==> src/rtl/i2c_cfg_arb_pkg.sv <==
// Shared types and defaults for the i2c_cfg_arb register-init arbiter.
package i2c_cfg_pkg;

  localparam int ADDR_W_DEF = 16;      // register address width (two address bytes)
  localparam int DEV_W      = 8;       // 7-bit device address plus R/W bit
  localparam int TO_CYC_DEF = 200000;  // 20 ms at 10 MHz

  typedef enum logic [1:0] {
    IDLE      = 2'd0,
    ISSUE     = 2'd1,
    WAIT_BUSY = 2'd2,
    WAIT_DONE = 2'd3
  } state_t;

endpackage

==> src/rtl/i2c_cfg_arb_rr_arbiter.sv <==
// Combinational round-robin selector: the search starts one channel past the
// previous owner; an all-zero last grant (after reset) starts at channel 0.
module rr_arbiter #(
  parameter int N_CH = 2
) (
  input  logic [N_CH-1:0] req,
  input  logic [N_CH-1:0] last,
  output logic [N_CH-1:0] grant
);

  int   start_idx;
  logic found;

  // Turn the one-hot last grant into the first channel to consider.
  always_comb begin
    start_idx = 0;
    for (int i = 0; i < N_CH; i++) begin
      if (last[i]) start_idx = (i == N_CH - 1) ? 0 : i + 1;
    end
  end

  // Walk channels in priority order and take the first requester.
  // NOTE: every output of a combinational block gets a default before any
  // condition, otherwise an unassigned path infers a latch.
  always_comb begin
    grant = '0;
    found = 1'b0;
    for (int k = 0; k < N_CH; k++) begin
      for (int i = 0; i < N_CH; i++) begin
        if (!found && req[i] && (i == ((start_idx + k) % N_CH))) begin
          grant[i] = 1'b1;
          found    = 1'b1;
        end
      end
    end
  end

endmodule

==> src/rtl/i2c_cfg_arb.sv <==
// i2c_cfg_arb: shares one i2c_dri engine between N_CH register-init requesters.
// Each trigger latches its channel's fields into a pending slot; a
// round-robin FSM issues one transaction at a time to the engine.
// Optional feature: define I2C_CFG_ARB_TIMEOUT_EN to add a TO_CYC-cycle
// transaction timeout that pulses req_err and frees the channel.
module i2c_cfg_arb
  import i2c_cfg_pkg::*;
#(
  parameter int N_CH   = 2,
  parameter int ADDR_W = ADDR_W_DEF,
  parameter int TO_CYC = TO_CYC_DEF
) (
  input  logic                   clk,
  input  logic                   rst_n,
  input  logic [N_CH-1:0]        req_trig,
  input  logic [N_CH-1:0]        req_w_r,
  input  logic [DEV_W*N_CH-1:0]  req_dev_id,
  input  logic [ADDR_W*N_CH-1:0] req_addr,
  input  logic [8*N_CH-1:0]      req_wdata,
  output logic [N_CH-1:0]        req_busy,
  output logic [N_CH-1:0]        req_byte_over,
  output logic [7:0]             req_rdata,
  output logic [N_CH-1:0]        req_err,
  output logic [N_CH-1:0]        grant_oh,
  output logic                   drv_pluse,
  output logic                   drv_w_r,
  output logic [DEV_W-1:0]       drv_dev_id,
  output logic [ADDR_W-1:0]      drv_addr,
  output logic [7:0]             drv_wdata,
  input  logic                   drv_busy,
  input  logic                   drv_byte_over,
  input  logic [7:0]             drv_rdata
);

  if (N_CH < 1 || N_CH > 8) begin : g_bad_n_ch
    $error("i2c_cfg_arb: N_CH must be in 1..8");
  end
  if (TO_CYC < 1) begin : g_bad_to_cyc
    $error("i2c_cfg_arb: TO_CYC must be at least 1");
  end

  state_t            state, state_nxt;
  logic [N_CH-1:0]   pending;
  logic [N_CH-1:0]   arb_grant;
  logic [N_CH-1:0]   rel_mask;
  logic              do_grant, do_issue, do_done, do_byte, do_timeout;
  logic              to_hit;

  logic              cap_w_r   [N_CH];
  logic [DEV_W-1:0]  cap_dev   [N_CH];
  logic [ADDR_W-1:0] cap_addr  [N_CH];
  logic [7:0]        cap_wdata [N_CH];

  logic              sel_w_r;
  logic [DEV_W-1:0]  sel_dev;
  logic [ADDR_W-1:0] sel_addr;
  logic [7:0]        sel_wdata;

  rr_arbiter #(.N_CH(N_CH)) u_rr (
    .req   (pending),
    .last  (grant_oh),
    .grant (arb_grant)
  );

  // FSM state register.
  // NOTE: clocked state uses non-blocking (<=) so every flop samples the
  // pre-edge values; blocking (=) belongs only in combinational blocks.
  always_ff @(posedge clk or negedge rst_n) begin
    if (!rst_n) state <= IDLE;
    else        state <= state_nxt;
  end

  // Next-state and per-cycle control strobes.
  always_comb begin
    state_nxt  = state;
    do_grant   = 1'b0;
    do_issue   = 1'b0;
    do_done    = 1'b0;
    do_byte    = 1'b0;
    do_timeout = 1'b0;
    case (state)
      IDLE: begin
        if (|pending) begin
          do_grant  = 1'b1;
          state_nxt = ISSUE;
        end
      end
      ISSUE: begin
        do_issue  = 1'b1;
        state_nxt = WAIT_BUSY;
      end
      WAIT_BUSY: begin
        if (to_hit) begin
          do_timeout = 1'b1;
          state_nxt  = IDLE;
        end else if (drv_busy) begin
          state_nxt = WAIT_DONE;
        end
      end
      WAIT_DONE: begin
        do_byte = drv_byte_over;
        if (!drv_busy) begin
          do_done   = 1'b1;
          state_nxt = IDLE;
        end else if (to_hit) begin
          do_timeout = 1'b1;
          state_nxt  = IDLE;
        end
      end
      default: state_nxt = IDLE;
    endcase
  end

  assign rel_mask = (do_done || do_timeout) ? grant_oh : '0;
  assign req_busy = pending;

  // Latch a channel's fields when it triggers from the not-pending state.
  // NOTE: these data-only registers are qualified by pending and never seen
  // before a capture, so they are deliberately left without a reset.
  always_ff @(posedge clk) begin
    for (int i = 0; i < N_CH; i++) begin
      if (req_trig[i] && !pending[i]) begin
        cap_w_r[i]   <= req_w_r[i];
        cap_dev[i]   <= req_dev_id[i*DEV_W +: DEV_W];
        cap_addr[i]  <= req_addr[i*ADDR_W +: ADDR_W];
        cap_wdata[i] <= req_wdata[i*8 +: 8];
      end
    end
  end

  // One-hot mux of the granted channel's captured fields.
  always_comb begin
    sel_w_r   = 1'b0;
    sel_dev   = '0;
    sel_addr  = '0;
    sel_wdata = '0;
    for (int i = 0; i < N_CH; i++) begin
      if (grant_oh[i]) begin
        sel_w_r   = cap_w_r[i];
        sel_dev   = cap_dev[i];
        sel_addr  = cap_addr[i];
        sel_wdata = cap_wdata[i];
      end
    end
  end

  // Pending set/clear, grant register, engine command and byte-done returns.
  always_ff @(posedge clk or negedge rst_n) begin
    if (!rst_n) begin
      pending       <= '0;
      grant_oh      <= '0;
      drv_pluse     <= 1'b0;
      drv_w_r       <= 1'b0;
      drv_dev_id    <= '0;
      drv_addr      <= '0;
      drv_wdata     <= '0;
      req_byte_over <= '0;
      req_rdata     <= '0;
    end else begin
      // A trigger on an already-pending channel leaves it unchanged.
      pending   <= (pending | req_trig) & ~rel_mask;
      if (do_grant) grant_oh <= arb_grant;
      drv_pluse <= do_issue;
      if (do_issue) begin
        drv_w_r    <= sel_w_r;
        drv_dev_id <= sel_dev;
        drv_addr   <= sel_addr;
        drv_wdata  <= sel_wdata;
      end
      req_byte_over <= do_byte ? grant_oh : '0;
      if (do_byte) req_rdata <= drv_rdata;
    end
  end

`ifdef I2C_CFG_ARB_TIMEOUT_EN
  localparam int CNT_W = $clog2(TO_CYC + 1);
  logic [CNT_W-1:0] to_cnt;
  logic             waiting;

  assign waiting = (state == WAIT_BUSY) || (state == WAIT_DONE);
  assign to_hit  = waiting && (to_cnt == CNT_W'(TO_CYC - 1));

  // Cycles spent waiting on the engine for the current transaction.
  always_ff @(posedge clk or negedge rst_n) begin
    if (!rst_n)              to_cnt <= '0;
    else if (state == ISSUE) to_cnt <= '0;
    else if (waiting)        to_cnt <= to_cnt + 1'b1;
  end

  // One-cycle error pulse to the channel whose transaction timed out.
  always_ff @(posedge clk or negedge rst_n) begin
    if (!rst_n) req_err <= '0;
    else        req_err <= do_timeout ? grant_oh : '0;
  end
`else
  assign to_hit  = 1'b0;
  assign req_err = '0;
`endif

endmodule

==> config.mk <==
export PLATFORM = sky130hd
export DESIGN_NAME = i2c_cfg_arb
export DESIGN_NICKNAME = d
export VERILOG_FILES = /design/src/rtl/i2c_cfg_arb_pkg.sv /design/src/rtl/i2c_cfg_arb_rr_arbiter.sv /design/src/rtl/i2c_cfg_arb.sv
export SDC_FILE = /design/constraint.sdc
export NUM_CORES = 1
export LEC_CHECK = 0
export BUFFER_PORTS_ARGS = -buffer_cell sky130_fd_sc_hd__buf_2
export CORE_MARGIN = 3
export CORE_UTILIZATION = 40
export CTS_CLUSTER_DIAMETER = 150
export DETAILED_ROUTE_END_ITERATION = 10
export HOLD_SLACK_MARGIN = 0.12
export PLACE_DENSITY_LB_ADDON = 0.08
export SETUP_SLACK_MARGIN = 0.1
export SYNTH_ARGS = -nofsm -noshare
export SYNTH_HDL_FRONTEND = slang
export SYNTH_SLANG_ARGS = --single-unit
==> constraint.sdc <==
create_clock -name clk -period 2.8 [get_ports clk]
set_input_delay 0.14 -clock clk [delete_from_list [all_inputs] [get_ports clk]]
set_output_delay 0.14 -clock clk [all_outputs]
set_load 0.01 [all_outputs]
-- Yosys cells after proc, flatten, opt, wreduce, memory -nomap -nowiden
Memory sizes are Yosys's and may differ from the RTL's.
Index checks and enable logic that the tools add are counted.
- bits in registers: 50
- bits in latches: 0
- bits in writable memories: 66
- bits in read-only memories: 0
- input port bits: 80
- word-level logic and storage cells: 79
- memories: 4
- add/subtract/negate cells: 1
- $mul: 0
- div/mod/pow operators: 0
- magnitude comparators: 0
- eq/ne operators: 8
- shift operators: 0
- mux-type cells: 32
- bitwise operators: 5
- reduce and logical (&&, ||, !) cells: 19
- memory list (name ; words ; width ; read ports ; clocked after Yosys merged registers in ; write ports ; RTL line ; RTL):
    cap_addr ; 2 ; 16 ; 2 ; 0 ; 2 ; i2c_cfg_arb.sv:51 ; logic [ADDR_W-1:0] cap_addr [N_CH];
    cap_dev ; 2 ; 8 ; 2 ; 0 ; 2 ; i2c_cfg_arb.sv:50 ; logic [DEV_W-1:0] cap_dev [N_CH];
    cap_wdata ; 2 ; 8 ; 2 ; 0 ; 2 ; i2c_cfg_arb.sv:52 ; logic [7:0] cap_wdata [N_CH];
    cap_w_r ; 2 ; 1 ; 2 ; 0 ; 2 ; i2c_cfg_arb.sv:49 ; logic cap_w_r [N_CH];
- operators with widths (operator ; number):
    logical NOT 32 bit ; 2
    adder 32 x 2 -> 32 bit, second input constant ; 1
    two-way mux 16 bit ; 2
    two-way mux 32 bit ; 1
    two-way mux 8 bit ; 4
    two-way mux 1 bit ; 19
    two-way mux 2 bit ; 5
    logical AND 1 bit ; 9
    one-hot mux 2 bit (4 select lines) ; 1
    != test 2 bit, second input constant ; 3
    logical NOT 1 bit ; 5
    == test 2 bit, first input constant ; 2
    == test 2 bit, second input constant ; 2
    AND reduction 3 bit ; 1
    AND 1 bit ; 2
    AND 2 bit ; 1
    == test 2 x 1 -> 1 bit, second input constant ; 1
    logical NOT 2 bit ; 1
    inverter 2 bit ; 1
    OR 2 bit ; 1
    OR reduction 2 bit ; 1

-- Depth between registers and ports, before layout
- depth after elaboration: 18
- mapped depth: 6
- depth with buffers taken out: 5

-- Cells and area by module
From an unflattened synthesis, not the netlist that was laid out.
- cell total of the unflattened synthesis: 273
- area, all modules: 4540.6 um^2
- by module, submodules not included (module ; times used ; cells an instance ; area an instance (um^2) ; sequential area each (um^2)):
    i2c_cfg_arb ; 1 ; 269 ; 4510.6 ; 3233.1
    rr_arbiter ; 1 ; 4 ; 30.0 ; 0.0

-- Least setup slack after synthesis
OpenSTA, ideal clock, no wires.
- path kind: flip-flop to flip-flop
- from: register pending[1], in the netlist req_busy[1]
- to: memory cap_addr[0][16] (netlist name), enable pin
- library setup time: 427 ps
- arrival: 1953 ps
- data required time: 2373 ps
- setup slack: 421 ps
- cell stages (with the launch flop): 2
- buffers on the path: 0
- path through: dfrtp_1 nor2b_1
- RTL lines (element ; RTL line ; RTL):
    from (decl) ; i2c_cfg_arb.sv:43 ; logic [N_CH-1:0] pending;
    from (signal assigned) ; i2c_cfg_arb.sv:161 ; pending <= (pending | req_trig) & ~rel_mask;
    to (decl) ; i2c_cfg_arb.sv:51 ;

-- Worst setup path in the final report
- from: register state[0]
- to: register pending[1], in the netlist req_busy[1]
- cells in the longest elaborated chain, start to end: 5
- ends and longest elaborated chain (element ; RTL line ; RTL):
    from (decl) ; i2c_cfg_arb.sv:42 ; state_t state, state_nxt;
    from (signal assigned) ; i2c_cfg_arb.sv:70 ; else state <= state_nxt;
    == test 2 bit ; i2c_cfg_arb.sv:81 ; case (state)
    two-way mux 1 bit ; i2c_cfg_arb.sv:81 ;
    two-way mux 2 bit ; i2c_cfg_arb.sv:114 ; assign rel_mask = (do_done || do_timeout) ? grant_oh : '0;
    inverter 2 bit ; i2c_cfg_arb.sv:161 ;
    AND 2 bit ; i2c_cfg_arb.sv:161 ;
No other way between the ends.
A chain may end at the register's enable or synchronous reset.

==> flow_summary_export.csv <==
group,metric,value,unit
yosys,ys.flop_type,"edfxtp_1",
worst_setup_path,crit_end,"req_busy[1]$_DFF_PN0_",
yosys,yosys.area.top_type_share,43.60,%
clock_tree,cts.clk_slew.worst_paths,0.05,ns
detailed_routing,viasPerCell,4.570,
yosys,synth.most_common_cell,"edfxtp_1",
place,port_buffers,127,
place,place_area,0.005254,sq mm
timing,slew_headroom,42.70,%
worst_setup_path,crit_fanout,5,
worst_setup_path,r2r-end,"req_busy[1]$_DFF_PN0_",
layout,syn_to_final_growth,46.13,%
floorplanning,die_w,112.6,um
detailed_routing,first_iter_violations,205,
yosys,synth.area.top_cells,"edfxtp_1 (44%), dfrtp_1 (28%), a22oi_2 (7.4%)",
timing,finClkSkew,0.004134,ns
timing,tightest_slew,0.8595,ns
yosys,synthCells,273,
worst_setup_path,cp.required,3.08,ns
timing,rsz0062_at_grt,"no",
hold_path,hp-class,"in2async",
clock_tree,cts.sinks,116,
clock_tree,h-tree-depth,4,
global_routing,overflow,0,
clock_tree,tritoncts,"done",
detailed_routing,final_antenna_net_count,0,
yosys,synthesis.area,0.004546,sq mm
worst_setup_path,setup.worst_path.start,"state[0]$_DFFE_PN0P_",
worst_setup_path,r2r-start,"state[0]$_DFFE_PN0P_",
yosys,synth-edff-count,66,
timing,fmax,590.4,MHz
timing,drv_slew,0,
layout,finish.instance_area,0.006643,sq mm
layout,fillers,857,
outcome,status,"finished clean",
pwr,ir_worst_vdd,0.6729,mV
worst_setup_path,critical_path_class,"reg2reg",
clock_tree,post_cts_resized,0,
yosys,synth_area_leader_cell,"edfxtp_1",
global_routing,grt_usage,16.12,%
yosys,synth_cell_type_count,32,
yosys,synth_common_cells,"edfxtp_1 (66), dfrtp_1 (50), nor2_1 (36)",
detailed_routing,dr_total_vias,2943,
floorplanning,dieArea,0.01268,sq mm
detailed_routing,wl_per_cell,15.16,um
floorplanning,core-area,0.01098,sq mm
worst_setup_path,r2r_slack,1.11,ns
pwr,total_power,0.006809,W
place,dp.final_hpwl,5798,um
detailed_routing,drtPass1Iterations,4,
layout,n_antenna_cell,0,
layout,regArea,0.003234,sq mm
clock_tree,cts-root-buf,"clkbuf_16",
floorplanning,io_pins,130,
timing,timing_hold_violations_final,0,
yosys,synth-seq-cells,116,
pwr,p_leak,2.712,nW
layout,fin_nets,575,
worst_setup_path,arrival,1.97,ns
global_routing,grt_max_degree,68,
global_routing,grt_pass1_vias,3109,
clock_tree,cts-buffers-inserted,17,
detailed_routing,postRouteWirelength,9761,um
timing,fin_crit,1.694,ns
yosys,avgSynthCellArea,16.65,sq um
pwr,p_per_area,1025,mW/mm^2
layout,fin_util,60.48,%
worst_setup_path,crit_path_end_kind,"flip-flop",
floorplanning,rows,38,
yosys,yosys_warnings,0,
global_routing,grt_pass1_wl,15740,um
floorplanning,die_y,112.6,um
yosys,async_flop_share,43.10,%
clock_tree,clk_latency,0.39,ns
clock_tree,cts.path.max_buffers,2,
worst_setup_path,cp-start-kind,"flip-flop",
worst_setup_path,rr_worst_depth,4,
detailed_routing,drc,0,
global_routing,antenna_found_initial,0,
place,gp_congestion,0.7317,
layout,layout-drive-gt1-share,47.82,%
yosys,yosysSeqAreaShare,71.13,%
timing,timing.setup.tns,0,ns
run,drv_cap,0,
floorplanning,initial_core_util,41.39,%
layout,multi_input_area,0.001145,sq mm
timing,setup_violations,0,
timing,fin_crit_sh,60.49,%
## report_power, final
part	total [W]	switching [W]	internal [W]
Sequential	0.00260	0.000308	0.00229
Clock	0.00207	0.000741	0.00133
Combinational	0.00215	0.00118	0.000963
## timing repair
item / 4_1_cts / 5_1_grt
setup buffers: 0 / 0
hold buffers: 81 / 0
hold endpoints to repair: 129 / 0
endpoints found under the setup margin: 0 / 0
## cell families after synthesis
kind of cell             share of synthesized area (%)
flip-flops                                       71.13
AO/OA/AOI/OAI                                    16.29
AND/OR/NAND/NOR                                  4.597
buffers and inverters                            4.487
multiplexers                                     2.312
adder cells (fa/ha/maj)                          1.101
other                                          0.08250
## stage by stage
stage / setup slack, ns / hold slack [ns] / instances
global route: 0.9960 / 0.1967 / 644
global placement: 1.203 / 0.05552 / 531
CTS: 1.099 / 0.1735 / 644
detailed placement: 1.173 / 0.05990 / 531
floorplan: 0.4206 / -0.1556 / 274
finish: 1.106 / 0.1785 / 644
## per-layer routing
layer | GRT usage, % | share of wire, % | vias up
met4 | 5.048 | 0.95 | 0
met3 | 5.229 | 5.4 | 8
li1 | - | - | 1443
met1 | 20.33 | 45 | 1401
met2 | 26.50 | 49 | 91
met5 | 0 | 0 | -
## worst min-delay path by stage
stage | slack [ns] | to | startpoint
2_1_floorplan | -0.16 | drv_addr[0]$_DFFE_PN0P_ | rst_n
3_3_place_gp | 0.06 | req_rdata[0]$_DFFE_PN0N_ | rst_n
3_5_place_dp | 0.06 | req_rdata[0]$_DFFE_PN0N_ | rst_n
4_1_cts | 0.17 | grant_oh[0]$_DFFE_PN0P_ | rst_n
5_1_grt | 0.20 | grant_oh[0]$_DFFE_PN0P_ | rst_n
6_report | 0.18 | req_rdata[5]$_DFFE_PN0N_ | rst_n
## final cells by class
type,count,share of cell area [%]
Multi-Input combinational cell,138,17.23
Clock inverter,13,2.034
Timing Repair Buffer,215,22.57
Tap cell,140,2.637
Clock buffer,19,6.668
Sequential cell,116,48.69
Inverter,3,0.1695
## critical path, cell delays in order, from the launching register on
cell	delay, ns
dfrtp_1	0.44
ha_1	0.28
nor2b_1	0.20
a21oi_1	0.08
dlygate4sd3_1	0.58
## flip-flops by register name, summed over array words and instances (netlist names)
| signal | flops |
|---|---|
| drv_w_r | 1 |
| drv_wdata | 8 |
| state | 2 |
| req_byte_over | 2 |
| req_busy | 2 |
| cap_dev | 16 |
| cap_wdata | 16 |
| cap_w_r | 2 |
| drv_addr | 16 |
| req_rdata | 8 |
| grant_oh | 2 |
| drv_pluse | 1 |
| cap_addr | 32 |
| drv_dev_id | 8 |
## cell usage in the layout, fill, tap and decap left out, types with 2 or more instances in the layout
cell type	netlist	final
ha_1	4	3
a21oi_2	30	30
a22oi_2	27	27
bufinv_16	0	2
a22oi_1	3	3
buf_4	2	7
nand2_1	5	5
inv_1	2	2
nor2b_4	0	3
clkinvlp_4	0	5
mux2_2	8	8
clkbuf_16	0	17
nor2_1	36	36
buf_2	4	127
conb_1	1	2
dfrtp_1	50	49
clkinv_4	0	2
clkinv_2	0	4
a21oi_1	7	7
edfxtp_1	66	66
dlygate4sd3_1	0	81
a22oi_4	2	2
Note: power is estimated with default switching activity, not from simulation.
